<file path="config.mk">
export PLATFORM = sky130hd
export DESIGN_NAME = uart_rx_fifo
export DESIGN_NICKNAME = d
export VERILOG_FILES = /design/src/rtl/uart_rx_fifo.sv
export SDC_FILE = /design/constraint.sdc
export NUM_CORES = 1
export LEC_CHECK = 0
export ABC_AREA = 1
export CAP_MARGIN = 20
export CORE_UTILIZATION = 55
export DETAILED_ROUTE_END_ITERATION = 6
export GPL_TIMING_DRIVEN = 0
export PLACE_DENSITY = 0.75
export SYNTH_ARGS = -nofsm -noshare
export SYNTH_HDL_FRONTEND = slang
export SYNTH_SLANG_ARGS = --single-unit
</file>
<file path="constraint.sdc">
create_clock -name clk -period 2.83 [get_ports clk]
set_input_delay 0.283 -clock clk [delete_from_list [all_inputs] [get_ports clk]]
set_output_delay 0.283 -clock clk [all_outputs]
set_load 0.05 [all_outputs]
</file>
<file path="src/rtl/uart_rx_fifo.sv">
// uart_rx_fifo: first-word-fall-through byte FIFO that sits behind the uart
// receiver. It catches single-cycle received pulses so that a slow consumer
// drops nothing. It also keeps a sticky overflow flag and a saturating count
// of framing errors.
module uart_rx_fifo #(
  parameter int depth_log2 = 4,
  parameter int data_width = 8
) (
  input  logic                  clk,
  input  logic                  rst,
  input  logic                  received,
  input  logic [data_width-1:0] rx_byte,
  input  logic                  recv_error,
  input  logic                  rd_en,
  input  logic                  flush,
  input  logic                  clear,
  output logic [data_width-1:0] dout,
  output logic                  valid,
  output logic                  full,
  output logic [depth_log2:0]   count,
  output logic                  overflow,
  output logic [7:0]            err_count
);

  localparam int depth = 1 << depth_log2;
  // Count value at capacity: MSB set, rest zero.
  localparam logic [depth_log2:0] full_cnt = {1'b1, {depth_log2{1'b0}}};

  // A write request carries the byte together with its qualifier.
  typedef struct packed {
    logic                  vld;
    logic [data_width-1:0] data;
  } wr_req_t;

  logic [data_width-1:0] mem [depth];
  logic [depth_log2-1:0] wr_ptr, rd_ptr;
  logic [depth_log2:0]   count_q, count_d;
  logic                  overflow_q;
  logic [7:0]            err_q;

  wr_req_t wr_req;
  logic    pop, push, drop;

  // A byte that arrives flagged with a framing error is never stored.
  assign wr_req.vld  = received & ~recv_error;
  assign wr_req.data = rx_byte;

  assign valid = (count_q != '0);
  assign full  = (count_q == full_cnt);
  assign count = count_q;

  // A pop needs data. A push into a full FIFO is still accepted when the
  // same-cycle pop frees a slot. Flush discards both.
  assign pop  = rd_en & valid & ~flush;
  assign push = wr_req.vld & (~full | pop) & ~flush;
  // A drop is a real loss. A byte discarded by flush is not an overflow.
  assign drop = wr_req.vld & full & ~pop & ~flush;

  // Next count: unchanged on push+pop or on neither.
  always_comb begin
    count_d = count_q;
    case ({push, pop})
      2'b10:   count_d = count_q + 1'b1;
      2'b01:   count_d = count_q - 1'b1;
      default: count_d = count_q;
    endcase
  end

  // Pointer and occupancy registers. Flush takes priority over traffic.
  always_ff @(posedge clk or negedge rst) begin
    if (!rst) begin
      wr_ptr  <= '0;
      rd_ptr  <= '0;
      count_q <= '0;
    end else if (flush) begin
      wr_ptr  <= '0;
      rd_ptr  <= '0;
      count_q <= '0;
    end else begin
      if (push) wr_ptr <= wr_ptr + 1'b1;
      if (pop)  rd_ptr <= rd_ptr + 1'b1;
      count_q <= count_d;
    end
  end

  // Storage is not reset: its contents are unused until a write occurs.
  always_ff @(posedge clk) begin
    if (push) mem[wr_ptr] <= wr_req.data;
  end

  // Sticky overflow. A drop in the same cycle as clear still sets it.
  always_ff @(posedge clk or negedge rst) begin
    if (!rst)       overflow_q <= 1'b0;
    else if (drop)  overflow_q <= 1'b1;
    else if (clear) overflow_q <= 1'b0;
  end

  // Saturating framing-error count. An error during clear leaves it at 1.
  always_ff @(posedge clk or negedge rst) begin
    if (!rst) begin
      err_q <= '0;
    end else if (recv_error) begin
      if (clear)              err_q <= 8'd1;
      else if (err_q != 8'hFF) err_q <= err_q + 8'd1;
    end else if (clear) begin
      err_q <= '0;
    end
  end

  assign overflow  = overflow_q;
  assign err_count = err_q;
  // dout shows the head entry directly and reads 0 while the FIFO is empty.
  assign dout = valid ? mem[rd_ptr] : '0;

endmodule
</file>
==> results of run 1 <==
## timing repair
action	CTS	global route
hold endpoints to repair	0	0
endpoints found under the setup margin	8	6
resized for setup	45	12
setup buffers	0	0
## cells by family after synthesis
| logic type | Yosys count | synth area share (%) |
|---|---|---|
| compound gates | 118 | 11.3 |
| xor+xnor | 3 | 0.408 |
| fa+ha+maj | 8 | 1.55 |
| buf+inv | 53 | 3.54 |
| flops | 150 | 68.2 |
| mux | 8 | 1.24 |
| simple gates | 196 | 13.7 |
## placed cells by master, fill, tap and decap left out, types with 3 or more instances in the layout
cell type and n:
a211oi_1 8, a221oi_1 7, a21oi_1 38, clkbuf_16 18, mux2i_1 8, o21a_1 3, dfrtp_1 22, clkinv_2 6
o21ai_0 28, buf_4 7, o221ai_1 8, clkbuf_1 3, inv_2 8, clkbuf_2 3, inv_1 23, nor2_1 49
a21boi_0 8, edfxtp_1 128, ha_1 8, o22ai_1 10, nand4_1 5, nor3_1 13, nand3_1 9, bufinv_16 4
nand2_1 101, nand2_2 9, buf_2 15, clkdlybuf4s50_1 30
## routing by layer
metal / global-route usage [%] / routed length, um / up-vias
li1: - / - / 2049
met4: 13.5 / 423 / 0
met5: 0 / 0 / -
met3: 6.47 / 1210 / 36
met2: 43.1 / 6960 / 212
met1: 33.3 / 5910 / 2093
## how the worst min path moves through the flow
| stage | start | to | slack (ps) |
|---|---|---|---|
| 6_report | rst | count[4] | 80 |
| 5_1_grt | rst | count[3] | 90 |
| 4_1_cts | rst | overflow | 480 |
| 3_5_place_dp | rd_ptr[3] | rd_ptr[3] | 480 |
| 3_3_place_gp | rd_ptr[3] | rd_ptr[3] | 450 |
| 2_1_floorplan | rst | count[0] | -10 |
## worst max-delay path, delay by kind of cell, from the launching register on
family / cells / cell delay, ps
buf+inv: 3 / 850
compound gates: 3 / 720
flops: 1 / 370
simple gates: 1 / 130
## power by group through the flow
stage	clock (mW)	combinational [mW]	sequential (mW)
3_5_place_dp	0	2.44	2.61
6_report	2.34	2.42	2.57
5_1_grt	2.45	2.57	2.58
4_1_cts	2.36	2.40	2.57
3_3_place_gp	0	2.39	2.60
2_1_floorplan	0	1.54	2.72
## state kept, by name, summed over array words and instances, names as in the netlist
signal and count:
rd_ptr 4, wr_ptr 4, overflow 1, count 5, err_count 8, mem 128
## through the flow
stage               hold WS, ps  setup WS, ps  utilization (%)  TNS [ps]  total power [mW]
floorplan                 -12.6           125                -         0              4.26
global placement            453          -135             61.3      -489              5.00
detailed placement          475          -175             61.3      -623              5.04
CTS                         479          3.02             66.6         0              7.32
global route               88.8          7.70             66.8         0              7.60
finish                     75.5          55.0             66.8         0              7.33
## layout make-up
class | count | area [um^2] | share of cell area [%]
buffer | 20 | 106 | 1.40
sequential | 150 | 4390 | 57.6
clock buffer | 18 | 439 | 5.76
inverter | 33 | 124 | 1.62
timing repair buffer | 39 | 373 | 4.89
multi-input combinational | 333 | 1830 | 23.9
tap | 143 | 179 | 2.35
clock inverter | 14 | 183 | 2.40
==> summary.txt, run 1 <==
Power and ir drop
  – P_sw: 2.66 mW
  – Clock share of power: 32.0%
  – Internal: 4.67 mW
  – Lkg Pwr: 2.85 nW
  – Combinational share of power: 33.0%
  – Sequential Power Share: 35.0%
  – Sw Ratio: 36.3%
  – Cell Pwr Density: 961 nW/um^2
  – Maximum VDD drop: 880 uV

Finish
  – Layout area overhead: 18.4%
  – Final Cell Area: 7620 um^2
  – Final net count: 617
  – Final Non-Filler Cells: 750
  – FILL cells: 857
  – Diodes inserted: 0
  – Share of cells above drive strength 1: 14.7%

Floorplan
  – Starting Density: 56.4%
  – Die span in x: 110 um
  – Die Ht: 110 um
  – Area of the core: 11400 um^2
  – Row Count: 39
  – Die area: 12100 um^2
  – I/O Pins: 39

Detailed routing
  – Remaining antenna violation count after routing: 0
  – DRC viols: 0
  – Iter 0 DRT Violations: 381
  – Via Count: 4390
  – DRT Wirelength: 14500 um
  – Drt first pass iters: 6
  – Drt via density: 5.85
  – Routed WL per cell: 19.3 um

Synthesis
  – Cell count after synthesis: 536
  – Sequential area share after synthesis: 68.2%
  – Top-area cell type share of the netlist area: 59.7%
  – Synthesized flop and latch total: 150
  – Top cells by count, synth: 128 x edfxtp_1, 101 x nand2_1, 49 x nor2_1
  – Avg Synthesized Cell Area: 12.0 um^2
  – Async SR Flop Fraction: 14.7%
  – Synthesized cell area: 6440 um^2
  – Yosys cell types: 39
  – Count leader, synth: edfxtp_1
  – Top cells by area, synth: edfxtp_1 60%, dfrtp_1 8.5%, nand2_1 5.9%, a21oi_1 3.0%, nor2_1 2.9%
  – Area leader, netlist: edfxtp_1
  – Synthesized net count: 559
  – Ys Warns: 0
  – EDFF count, synth: 128
  – Post-synth top flop: edfxtp_1

STA
  – F_max: 360 MHz
  – Period minus WS final: 2780 ps
  – Final Hold Fails: 0
  – Unrepaired setup endpoints after global routing: false
  – Slew margin rel.: 45.1%
  – Fin crit share: 98.1%
  – Max Slew Vio Count: 0
  – Setup violators final: 0
  – Final Skew: 7.79 ps
  – Worst Max-Slew Pin Slew: 820 ps

Place
  – Placement Cell Area: 7000 um^2
  – GPL Wtd Cong: 0.851
  – PortBufs: 38
  – DP HPWL: 9520 um
  – Inst Count DP: 717

Critical path
  – Critical R2R Launch: count[0]
  – Critical Path Start: rd_ptr[1]
  – Most frequent CP cell: buf_2
  – Crit path to: dout[5]
  – Worst r2r dst: mem[0][1]
  – Path depth of the worst reg2reg path: 8
  – Critical path endpoint category: primary output
  – Critical path's slowest cell: a221oi_1
  – Reg-to-reg slack, setup: 450 ps
  – CP peak stage delay: 390 ps
  – CP startpoint kind: register
  – WP data required: 2550 ps
  – WS Path Type: register to primary output
  – Worst-path cell chain: buf_2, clkbuf_2, a21oi_1, a221oi_1, nor2_1, a211oi_1, buf_2
  – CP max FO: 10
  – Critical path data arrival time: 2490 ps

GRT
  – Overall Global Routing Usage: 26.5%
  – First-pass GRT wire length: 22500 um
  – Number of global-route vias before repair: 4294
  – Pin count of the biggest net entering global routing: 23
  – Initial antenna violation count: 0
  – Global route total overflow: 0

Outcome
  – Status: completed

Clock network
  – Clock Sink Count: 150
  – Skew-Pair Late Insertion Delay: 420 ps
  – Hold buffers post-CTS: 0
  – Reg clk slew, reported paths: 60 ps
  – CTS tree: done
  – Clock Path Buffers: 2
  – Root buf cell: clkbuf_16
  – Cts bufs inserted: 17
  – H-tree depth: 4

Worst hold path
  – Hold Path Class: primary input to async pin

Flow run
  – Max Cap Viol: 0
(Power assumes the default switching activity.)
==> run 2: changes to the inputs <==
CORE_MARGIN = 2   (was default)
==> summary.txt, run 2 (synthesis gave the netlist of run 1 again) <==
Clock network
  – Skew-Pair Late Insertion Delay: 430 ps (about the same)
  – Hold buffers post-CTS: 0 (unchanged)
  – Post-CTS Setup Repair Bufs: 0 (unchanged)
  – CTS tree: done
  – Clock Sink Count: 150 (unchanged)
  – Cts bufs inserted: 17 (unchanged)
  – Clock Path Buffers: 2 (unchanged)
  – Reg clk slew, reported paths: 60 ps (about the same)
  – Root buf cell: clkbuf_16
  – H-tree depth: 4 (unchanged)

Detailed routing
  – DRC viols: 0 (unchanged)
  – Drt via density: 5.89 (+0.71%)
  – Drt first pass iters: 5 (-1)
  – Routed WL per cell: 19.6 um (+1.1%)
  – Via Count: 4421 (+0.71%)
  – Iter 0 DRT Violations: 478 (+25%)
  – Remaining antenna violation count after routing: 0 (unchanged)
  – DRT Wirelength: 14700 um (+1.1%)

Power and ir drop
  – Maximum VDD drop: 750 uV (-15%)
  – Total chip power: 7.30 mW (-0.41%)
  – Sw Ratio: 36.5% (+0.18 points)
  – Sequential Power Share: 35.1% (about the same)
  – P_sw: 2.66 mW (about the same)
  – Cell Pwr Density: 957 nW/um^2 (-0.39%)
  – Lkg Pwr: 2.82 nW (-0.88%)
  – Internal: 4.63 mW (-0.69%)
  – Clock share of power: 31.0% (-1.0 points)
  – Combinational share of power: 33.9% (+0.9 points)

Critical path
  – Critical path's slowest cell: a221oi_1
  – Critical path data arrival time: 2480 ps (about the same)
  – WS Path Type: register to primary output
  – Worst-path cell chain: buf_2, buf_4, a21oi_1, a221oi_1, nor2_1, a211oi_2, buf_4
  – CP startpoint kind: register
  – WP data required: 2550 ps (about the same)
  – Critical R2R Launch: count[1]
  – Path depth of the worst reg2reg path: 8 (unchanged)
  – Worst r2r dst: mem[0][2]
  – Worst path buffer plus inverter count: 3 (unchanged)
  – Critical path endpoint category: primary output
  – CP max FO: 10 (unchanged)
  – CP top delay family: compound AO/OA/AOI/OAI gates
  – Most frequent CP cell: buf_4
  – CP peak stage delay: 410 ps (+20 ps)
  – Reg-to-reg slack, setup: 450 ps (about the same)

Finish
  – Diodes inserted: 0 (unchanged)
  – Largest register FFs: 128 (unchanged)
  – Most frequent cells in the layout: 128 x edfxtp_1, 101 x nand2_1, 49 x nor2_1
  – Most common cell after layout, fill and taps aside: edfxtp_1
  – Final net count: 617 (unchanged)
  – Layout area overhead: 18.3% (about the same)
  – Share of cells above drive strength 1: 14.7% (unchanged)
  – Largest reg by FF count: mem

STA
  – F_max: 362 MHz (+0.58%)
  – Max Slew Vio Count: 0 (unchanged)
  – Fin Setup TNS: 0 ps (unchanged)
  – Slew margin rel.: 40.8% (-4.3 points)
  – Period minus WS final: 2760 ps (-15.9 ps)
  – Final Skew: 8.33 ps (+0.539 ps)
  – Final Hold Fails: 0 (unchanged)
  – Unrepaired setup endpoints after global routing: false
  – Fin crit share: 97.5% (-0.56 points)
  – Setup WS post-layout: 70.9 ps (+15.9 ps)
  – Setup violators final: 0 (unchanged)
  – Worst Max-Slew Pin Slew: 885 ps (+64.6 ps)

GRT
  – Initial antenna violation count: 0 (unchanged)
  – First-pass GRT wire length: 22900 um (+1.4%)
  – Number of global-route vias before repair: 4374 (+1.9%)
  – Pin count of the biggest net entering global routing: 23 (unchanged)
  – Global route total overflow: 0 (unchanged)
  – Overall Global Routing Usage: 24.3% (-2.2 points)

Flow run
  – Max Cap Viol: 0 (unchanged)

Floorplan
  – Die Ht: 112 um (+1.8%)
  – Area of the core: 11400 um^2 (unchanged)
  – Die area: 12600 um^2 (+3.7%)
  – Row Count: 39 (unchanged)
  – Die span in x: 112 um (+1.8%)
  – Starting Density: 56.4% (unchanged)
  – I/O Pins: 39 (unchanged)

Place
  – DP HPWL: 9570 um (+0.58%)
  – GPL Wtd Cong: 0.830 (-2.5%)
  – PortBufs: 38 (unchanged)
  – Dpl ws: -227 ps (-52.4 ps)

Worst hold path
  – Hold Path Class: primary input to async pin

Outcome
  – Status: completed
[run 2: cell types whose count changed in the layout (fill, tap and decap cells not counted), moves of 3 or more]
cell      before  now
a221oi_1       7    4
a221oi_2       1    4
clkbuf_1       3    8
clkinv_2       6    2
[run 2: how the worst max path moves through the flow]
stage                   start      end  slack (ps)  cells after the start
CTS                 rd_ptr[1]  dout[5]           1                      7
global route        rd_ptr[1]  dout[4]          20                      8
finish              rd_ptr[0]  dout[0]          70                      7
detailed placement  rd_ptr[0]  dout[0]        -230                      7
floorplan            count[4]  dout[0]         130                      4
global placement    rd_ptr[0]  dout[0]        -150                      7
[run 2: per-stage QoR]
stage / util (%) / hold slack (ps) / std cells / area, um^2
2_1_floorplan: - / -12.6 / 536 / 6440
3_3_place_gp: 61.3 / 453 / 717 / 7000
3_5_place_dp: 61.3 / 483 / 717 / 7000
4_1_cts: 66.4 / 460 / 749 / 7590
5_1_grt: 66.8 / 213 / 750 / 7620
6_report: 66.8 / 195 / 750 / 7620
[run 2: cell type report]
type / count / area, um^2
Clock buffer: 24 / 472
Sequential cell: 150 / 4390
Fill cell: 837 / 3800
Buffer: 20 / 106
Tap cell: 143 / 179
Clock inverter: 8 / 124
Timing Repair Buffer: 39 / 369
Multi-Input combinational cell: 333 / 1850
Inverter: 33 / 124
[run 2: power by group through the flow]
stage	clock network, mW	logic [mW]	registers, mW
final	2.26	2.47	2.56
after global routing	2.37	2.64	2.58
after CTS	2.27	2.41	2.56
after global placement	0	2.40	2.60
after detailed placement	0	2.44	2.61
after floorplan	0	1.54	2.72
[run 2: metal layers]
layer	up-vias	GRT usage [%]	share of wire, %
li1	2049	-	-
met1	2107	32.2	41
met2	236	37.8	49
met3	29	6.21	7.4
met4	0	12.2	2.6
met5	-	0	0
[run 2: repair_timing]
action                     4_1_cts  5_1_grt
resized for setup               38       18
pin swaps                        0        0
setup endpoints to repair        8        8
